**src/rtl/button_event_decoder.sv**
```systemverilog
// Synchronises, debounces and decodes the four iCEBreaker buttons into a clean
// pressed level plus single-cycle press, release and long-press events.
module button_event_decoder #(
  parameter int DEBOUNCE_CYCLES = 120000,
  parameter int LONG_CYCLES     = 12000000
) (
  input  logic       CLK,
  input  logic       RST,
  input  logic       BTN_N,
  input  logic       BTN1,
  input  logic       BTN2,
  input  logic       BTN3,
  output logic [3:0] PRESSED,
  output logic [3:0] PRESS_P,
  output logic [3:0] RELEASE_P,
  output logic [3:0] LONG_P
);

  localparam int DW = $clog2(DEBOUNCE_CYCLES);
  localparam int HW = $clog2(LONG_CYCLES + 1);
  localparam logic [DW-1:0] DC_LAST = DW'(DEBOUNCE_CYCLES - 1);
  localparam logic [HW-1:0] HC_MAX  = HW'(LONG_CYCLES);
  localparam logic [HW-1:0] HC_PRE  = HW'(LONG_CYCLES - 1);

  logic [3:0] raw;

  // Every channel is 1 = pressed from here on.
  assign raw = {BTN3, BTN2, BTN1, ~BTN_N};

  for (genvar i = 0; i < 4; i++) begin : g_ch
    logic          sync1;
    logic          sync2;
    logic          stable;
    logic          pressed_q;
    logic          press_q;
    logic          release_q;
    logic          long_q;
    logic [DW-1:0] dc;
    logic [HW-1:0] hc;

    always_ff @(posedge CLK) begin
      if (RST) begin
        sync1     <= 1'b0;
        sync2     <= 1'b0;
        stable    <= 1'b0;
        dc        <= '0;
        pressed_q <= 1'b0;
        press_q   <= 1'b0;
        release_q <= 1'b0;
        hc        <= '0;
        long_q    <= 1'b0;
      end else begin
        sync1 <= raw[i];
        sync2 <= sync1;

        if (sync2 == stable) begin
          dc <= '0;
        end else if (dc == DC_LAST) begin
          stable <= sync2;
          dc     <= '0;
        end else begin
          dc <= dc + DW'(1);
        end

        // Level and edge pulses are registered together so they line up.
        pressed_q <= stable;
        press_q   <= stable & ~pressed_q;
        release_q <= ~stable & pressed_q;

        // Counter starts on the cycle after PRESS_P; gating on stable keeps a
        // release edge from ever carrying a long-press pulse.
        if (!stable || !pressed_q) begin
          hc <= '0;
        end else if (hc != HC_MAX) begin
          hc <= hc + HW'(1);
        end
        long_q <= stable & pressed_q & (hc == HC_PRE);
      end
    end

    assign PRESSED[i]   = pressed_q;
    assign PRESS_P[i]   = press_q;
    assign RELEASE_P[i] = release_q;
    assign LONG_P[i]    = long_q;
  end

endmodule

```
**config.mk**
```make
export PLATFORM = sky130hd
export DESIGN_NAME = button_event_decoder
export DESIGN_NICKNAME = d
export VERILOG_FILES = /design/src/rtl/button_event_decoder.sv
export SDC_FILE = /design/constraint.sdc
export NUM_CORES = 1
export LEC_CHECK = 0
export BUFFER_PORTS_ARGS = -buffer_cell sky130_fd_sc_hd__buf_2
export CAP_MARGIN = 15
export CORE_MARGIN = 1.5
export CORE_UTILIZATION = 31
export CTS_CLUSTER_DIAMETER = 80
export DETAILED_ROUTE_END_ITERATION = 16
export SYNTH_ARGS = -nofsm -noshare
export SYNTH_HDL_FRONTEND = slang
export SYNTH_SLANG_ARGS = --single-unit
```
**constraint.sdc**
```tcl
create_clock -name CLK -period 1.9 [get_ports CLK]
set_input_delay 0 -clock CLK [delete_from_list [all_inputs] [get_ports CLK]]
set_output_delay 0 -clock CLK [all_outputs]
set_load 0.02 [all_outputs]
```
### Word-level counts from Yosys, hierarchy flattened

Cells that the tools add are included.

* register bits: 192
* input port bits: 6
* output and inout bits: 16

* add/subtract/negate cells: 8
* eq/ne operators: 16
* bitwise gates (word level): 29
* reductions and logical operators: 24

Operators with widths (number)
* adder 24 x 1 -> 24 bit, second input constant: 4
* == test 24 bit, second input constant: 4
* != test 24 bit, second input constant: 4
* adder 17 x 1 -> 17 bit, second input constant: 4
* == test 17 bit, second input constant: 4
* AND 1 bit: 16
* inverter 1 bit: 13
* OR reduction 3 bit: 4
* logical NOT 1 bit: 8
* AND reduction 2 bit: 4
* OR reduction 2 bit: 4
* == test 1 bit: 4
* logical OR 1 bit: 4

### Logic depth before layout (Yosys ltp)

* depth after elaboration: 3
* depth in mapped cells: 7

### Least setup slack after synthesis

Ideal clock, no wire load.

* path kind: register -> register
* start: reg g_ch[3].dc[0]
* end: reg g_ch[3].dc[11]
* setup time: 0.128 ns
* data arrival time: 1.777 ns
* data required time: 1.772 ns
* setup slack: -0.004 ns
* cell stages (with the launch flop): 8
* period minus slack after synthesis: 1.904 ns
* path through: dfxtp_1 > ha_1 > and3_1 > clkbuf_1 > nand3_1 > o21ai_1 > clkbuf_1 > nor2_1

* longest elaborated chain between the ends: 2

RTL lines
* from (decl): line 38 `logic [DW-1:0] dc;`
* from (signal assigned): line 62 `dc <= dc + DW'(1);`
* branches (longest 2 deep; another with adder 17 x 1 -> 17 bit)

Parallel ways; which one is timed is not known.
A chain may end at the register's enable or synchronous reset.

### Final worst setup path

* start: reg g_ch[2].hc[15]
* end: reg g_ch[2].hc[10]

* longest elaborated chain between the ends: 1

RTL lines
* from (decl): line 39 `logic [HW-1:0] hc;`
* from (signal assigned): line 75 `hc <= hc + HW'(1);`
* != test 24 bit: line 74 `end else if (hc != HC_MAX) begin`

No other way between the ends.

==> impl_summary.log <==
INFO  metric outcome = finished clean
INFO  metric route.detailed.drc = 0
INFO  metric antenna_violations_before_repair = 0
INFO  metric cts_sinks = 192
INFO  metric regToRegEndpoint = g_ch[2].hc[10]$_SDFFE_PP0P_
INFO  metric holdCritStartpoint = BTN_N
INFO  metric floorplan.initialDensity = 0.316
INFO  metric dieArea = 29400 um2
INFO  metric postCtsSetupRepairBufs = 0
INFO  metric crit_type = flop to flop
INFO  metric tritoncts = yes
INFO  metric via_per_inst = 4.89
INFO  metric max_incr_delay_on_cp = 0.57 ns
INFO  metric worst_path_max_delay_cell = sky130_fd_sc_hd__or4_4
INFO  metric wire_length_of_the_first_global_routing_pass = 31000 um
INFO  metric synthesis.area_per_instance = 8.64 um2
INFO  metric layout_min_cycle_time = 1.87 ns
INFO  metric timing.hold.worst.class = input pin to flop
INFO  metric cts_buffers = 17
INFO  metric post-route-period-util = 0.983
INFO  metric h-tree-depth = 4
INFO  metric routed-via-count = 7256
INFO  metric maximum_clock_frequency = 535 MHz
INFO  metric grt_start_max_net_pins = 22
INFO  metric vdd_drop_max = 0.545 mV
INFO  metric drv.max_cap_violation_count = 0
INFO  metric start_kind = flop
INFO  metric fin_skew = 0.00847 ns
INFO  metric crit_path_buffers_inverters = 0
INFO  metric finalHoldViolations = 0
INFO  metric dpl.hpwl = 12600 um
INFO  metric num_antenna_cells = 0
INFO  metric die_extent_in_x = 171 um
INFO  metric mappedNetlistNets = 1036
INFO  metric regToRegStartpoint = g_ch[2].hc[15]$_SDFFE_PP0P_
INFO  metric post_route_cells_drive_above_1_share = 0.144
INFO  metric num_rows = 61
INFO  metric first_global_vias = 6723
INFO  metric synth_ff_type = sky130_fd_sc_hd__dfxtp_1
INFO  metric yosys_register_bits = 192
INFO  metric crit_top_cell = sky130_fd_sc_hd__or4_4
INFO  metric syn_to_final_growth = 18.8%
INFO  metric hold_path_depth = 3
INFO  metric cellLeakagePower = 3.31 nW
INFO  metric clk_pin_slew = 0.07 ns
INFO  metric crit_path_cell_trace = or4_4 > or4_4 > o2111ai_2 > mux2i_1
INFO  metric crit_path_cell_count = 4
INFO  metric report.power.total = 7.89 mW
INFO  metric mappedNetlistArea = 8800 um2
INFO  metric worstSetupEndpointType = flop
INFO  metric yosys.area.top_type_share = 0.437
INFO  metric cp_data_arrival_time = 2.22 ns
INFO  metric synth.top_cells.by_count = sky130_fd_sc_hd__dfxtp_1 (192), sky130_fd_sc_hd__nor2_1 (113), sky130_fd_sc_hd__nand3_1 (66), sky130_fd_sc_hd__a21oi_1 (63), sky130_fd_sc_hd__nand2_1 (61)
INFO  metric routed_wirelength_normalized_by_instance_count = 11.9 um
INFO  metric grt-ovfl-total = 0
INFO  metric ff2ff_path_depth = 4
INFO  metric timing.hold.worst_endpoint = g_ch[0].sync1$_SDFF_PP0_
INFO  metric rsz_0062_raised_after_global_routing = yes
INFO  metric ys_types = 54
INFO  metric yosys.cell_count.top_type = sky130_fd_sc_hd__dfxtp_1
INFO  metric detail_route.wirelength = 17700 um
INFO  metric core = 27900 um2
INFO  metric die_height = 171 um
INFO  metric synth.yosys.seq_area_share = 0.437
INFO  metric worstMarginPinSlew = 0.469 ns
INFO  metric postSynthCellCount = 1018
INFO  metric async_reset_ff_frac = 0
INFO  metric track_usage = 0.127
INFO  metric pin_count = 22
INFO  metric port-buffer-count = 21
INFO  metric slew_hr = 0.684
INFO  metric yosysWarnings = 0
INFO  metric route.antenna.remaining_nets = 0
INFO  metric crit_path_max_fanout = 5
INFO  metric first_iter_violations = 402
INFO  metric cp_data_required_time = 2.25 ns
INFO  metric final-setup-viol-count = 0
INFO  metric worstSkewPairLatency = 0.43 ns
INFO  metric final_weighted_congestion_in_routability_driven_placement = 0.782
INFO  metric synthDominantAreaCellType = sky130_fd_sc_hd__dfxtp_1
INFO  metric drtPass1Iterations = 4
INFO  metric crit_family = simple AND/OR/NAND/NOR gates
INFO  metric netlist_top_cells_area = sky130_fd_sc_hd__dfxtp_1 (44%), sky130_fd_sc_hd__nor2_1 (4.8%), sky130_fd_sc_hd__xor2_1 (4.6%)
INFO  metric ctsRootBufferMaster = sky130_fd_sc_hd__clkbuf_16
INFO  metric finalHoldWorstSlack = 0.278 ns
INFO  metric power.density_cell_area = 755 nW/um2
INFO  metric r2r_slack = 0.03 ns
INFO  metric synth_enable_flop_cells = 0
INFO  metric max-clock-path-buffers = 2
INFO  metric drv_slew = 0
INFO  metric final_net_count = 1111
registers in the layout, summed over array words and instances, names as in the netlist:
register	flops
g_ch.sync1	4
g_ch.dc	68
g_ch.stable	4
g_ch.sync2	4
g_ch.press_q	4
g_ch.pressed_q	4
g_ch.hc	96
g_ch.release_q	4
g_ch.long_q	4
worst reg2reg max path, cell delays in order, from the launching register on:
cell,delay [ns]
sky130_fd_sc_hd__dfxtp_1,0.31
sky130_fd_sc_hd__or4_4,0.53
sky130_fd_sc_hd__or4_4,0.57
sky130_fd_sc_hd__o2111ai_2,0.19
sky130_fd_sc_hd__mux2i_1,0.20
area by class of cell:
class                      instances  area, um2
clock buffer                      19        453
clock inverter                    13        178
inverter                          30        113
timing repair buffer             102        733
sequential                       192       3850
multi-input combinational        750       4650
tap                              378        473
fill                            2849      17400
worst max path at each step:
| stage | from | endpoint | slack [ns] |
|---|---|---|---|
| floorplan | g_ch[2].hc[14]$_SDFFE_PP0P_ | g_ch[2].hc[10]$_SDFFE_PP0P_ | 0.02 |
| global placement | g_ch[2].hc[14]$_SDFFE_PP0P_ | g_ch[2].hc[10]$_SDFFE_PP0P_ | 0.004 |
| detailed placement | g_ch[3].hc[0]$_SDFFE_PP0P_ | g_ch[3].hc[9]$_SDFFE_PP0P_ | -0.02 |
| CTS | g_ch[3].hc[15]$_SDFFE_PP0P_ | g_ch[3].hc[10]$_SDFFE_PP0P_ | 0.01 |
| global route | g_ch[2].hc[15]$_SDFFE_PP0P_ | g_ch[2].hc[10]$_SDFFE_PP0P_ | -0.06 |
| finish | g_ch[2].hc[15]$_SDFFE_PP0P_ | g_ch[2].hc[10]$_SDFFE_PP0P_ | 0.03 |
layer usage:
metal | share of wire | vias up | global-route usage
met3 | 0.023 | 7 | 0.0267
met2 | 0.45 | 61 | 0.208
met1 | 0.52 | 3366 | 0.168
met5 | 0 | - | 0
li1 | - | 3822 | -
met4 | 0.0064 | 0 | 0.0339
cell usage in the layout (no fill, tap or decap), types with 11 or more instances in the layout:
cell | Yosys | final
sky130_fd_sc_hd__o21ai_0 | 32 | 32
sky130_fd_sc_hd__ha_1 | 12 | 11
sky130_fd_sc_hd__xnor2_1 | 44 | 44
sky130_fd_sc_hd__nand3_1 | 66 | 66
sky130_fd_sc_hd__and4_1 | 21 | 20
sky130_fd_sc_hd__buf_2 | 2 | 21
sky130_fd_sc_hd__nor2b_1 | 18 | 18
sky130_fd_sc_hd__nor3_1 | 23 | 23
sky130_fd_sc_hd__inv_1 | 30 | 30
sky130_fd_sc_hd__dfxtp_1 | 192 | 187
sky130_fd_sc_hd__o31ai_1 | 23 | 23
sky130_fd_sc_hd__xor2_1 | 46 | 46
sky130_fd_sc_hd__nor2_1 | 113 | 113
sky130_fd_sc_hd__or3_1 | 24 | 24
sky130_fd_sc_hd__nand2_1 | 61 | 60
sky130_fd_sc_hd__or4_1 | 30 | 26
sky130_fd_sc_hd__and3_1 | 20 | 20
sky130_fd_sc_hd__nor4_1 | 23 | 23
sky130_fd_sc_hd__and2_1 | 13 | 13
sky130_fd_sc_hd__buf_4 | 16 | 73
sky130_fd_sc_hd__nand4_1 | 45 | 45
sky130_fd_sc_hd__a21oi_1 | 63 | 62
sky130_fd_sc_hd__clkbuf_16 | 0 | 17
what timing repair did:
| action | in CTS | in global routing |
|---|---|---|
| gates resized for setup | 5 | 12 |
| endpoints found under the hold margin | 6 | 0 |
| hold buffers | 8 | 0 |
| endpoints found under the setup margin | 5 | 13 |
| pin swaps | 1 | 7 |
metrics by stage:
step / setup WS, ns / TNS, ns / cells / util / area [um2]
floorplan: 0.0216 / 0 / 1018 / - / 8800
global placement: 0.00387 / 0 / 1444 / 0.348 / 9690
detailed placement: -0.0233 / -0.0381 / 1444 / 0.348 / 9690
CTS: 0.00977 / 0 / 1484 / 0.374 / 10400
global route: -0.0617 / -0.0992 / 1484 / 0.375 / 10500
finish: 0.0321 / 0 / 1484 / 0.375 / 10500
kinds of logic (layout without fill, tap and decap cells):
family          count (synthesis)  after routing  synth area share
buf+inv                        76            164            0.0395
simple gates                  502            502             0.318
compound gates                141            141            0.0934
mux                             5              5           0.00597
xor+xnor                       90             90            0.0896
fa+ha+maj                      12             12            0.0171
flops                         192            192             0.437
power by group:
group          switching [mW]  internal (mW)  leakage, nW
Sequential            0.00626           4.03         1.55
Clock                    1.62           2.18        0.308
Combinational          0.0305         0.0281         1.45
Power figures use the tool's default switching activity.
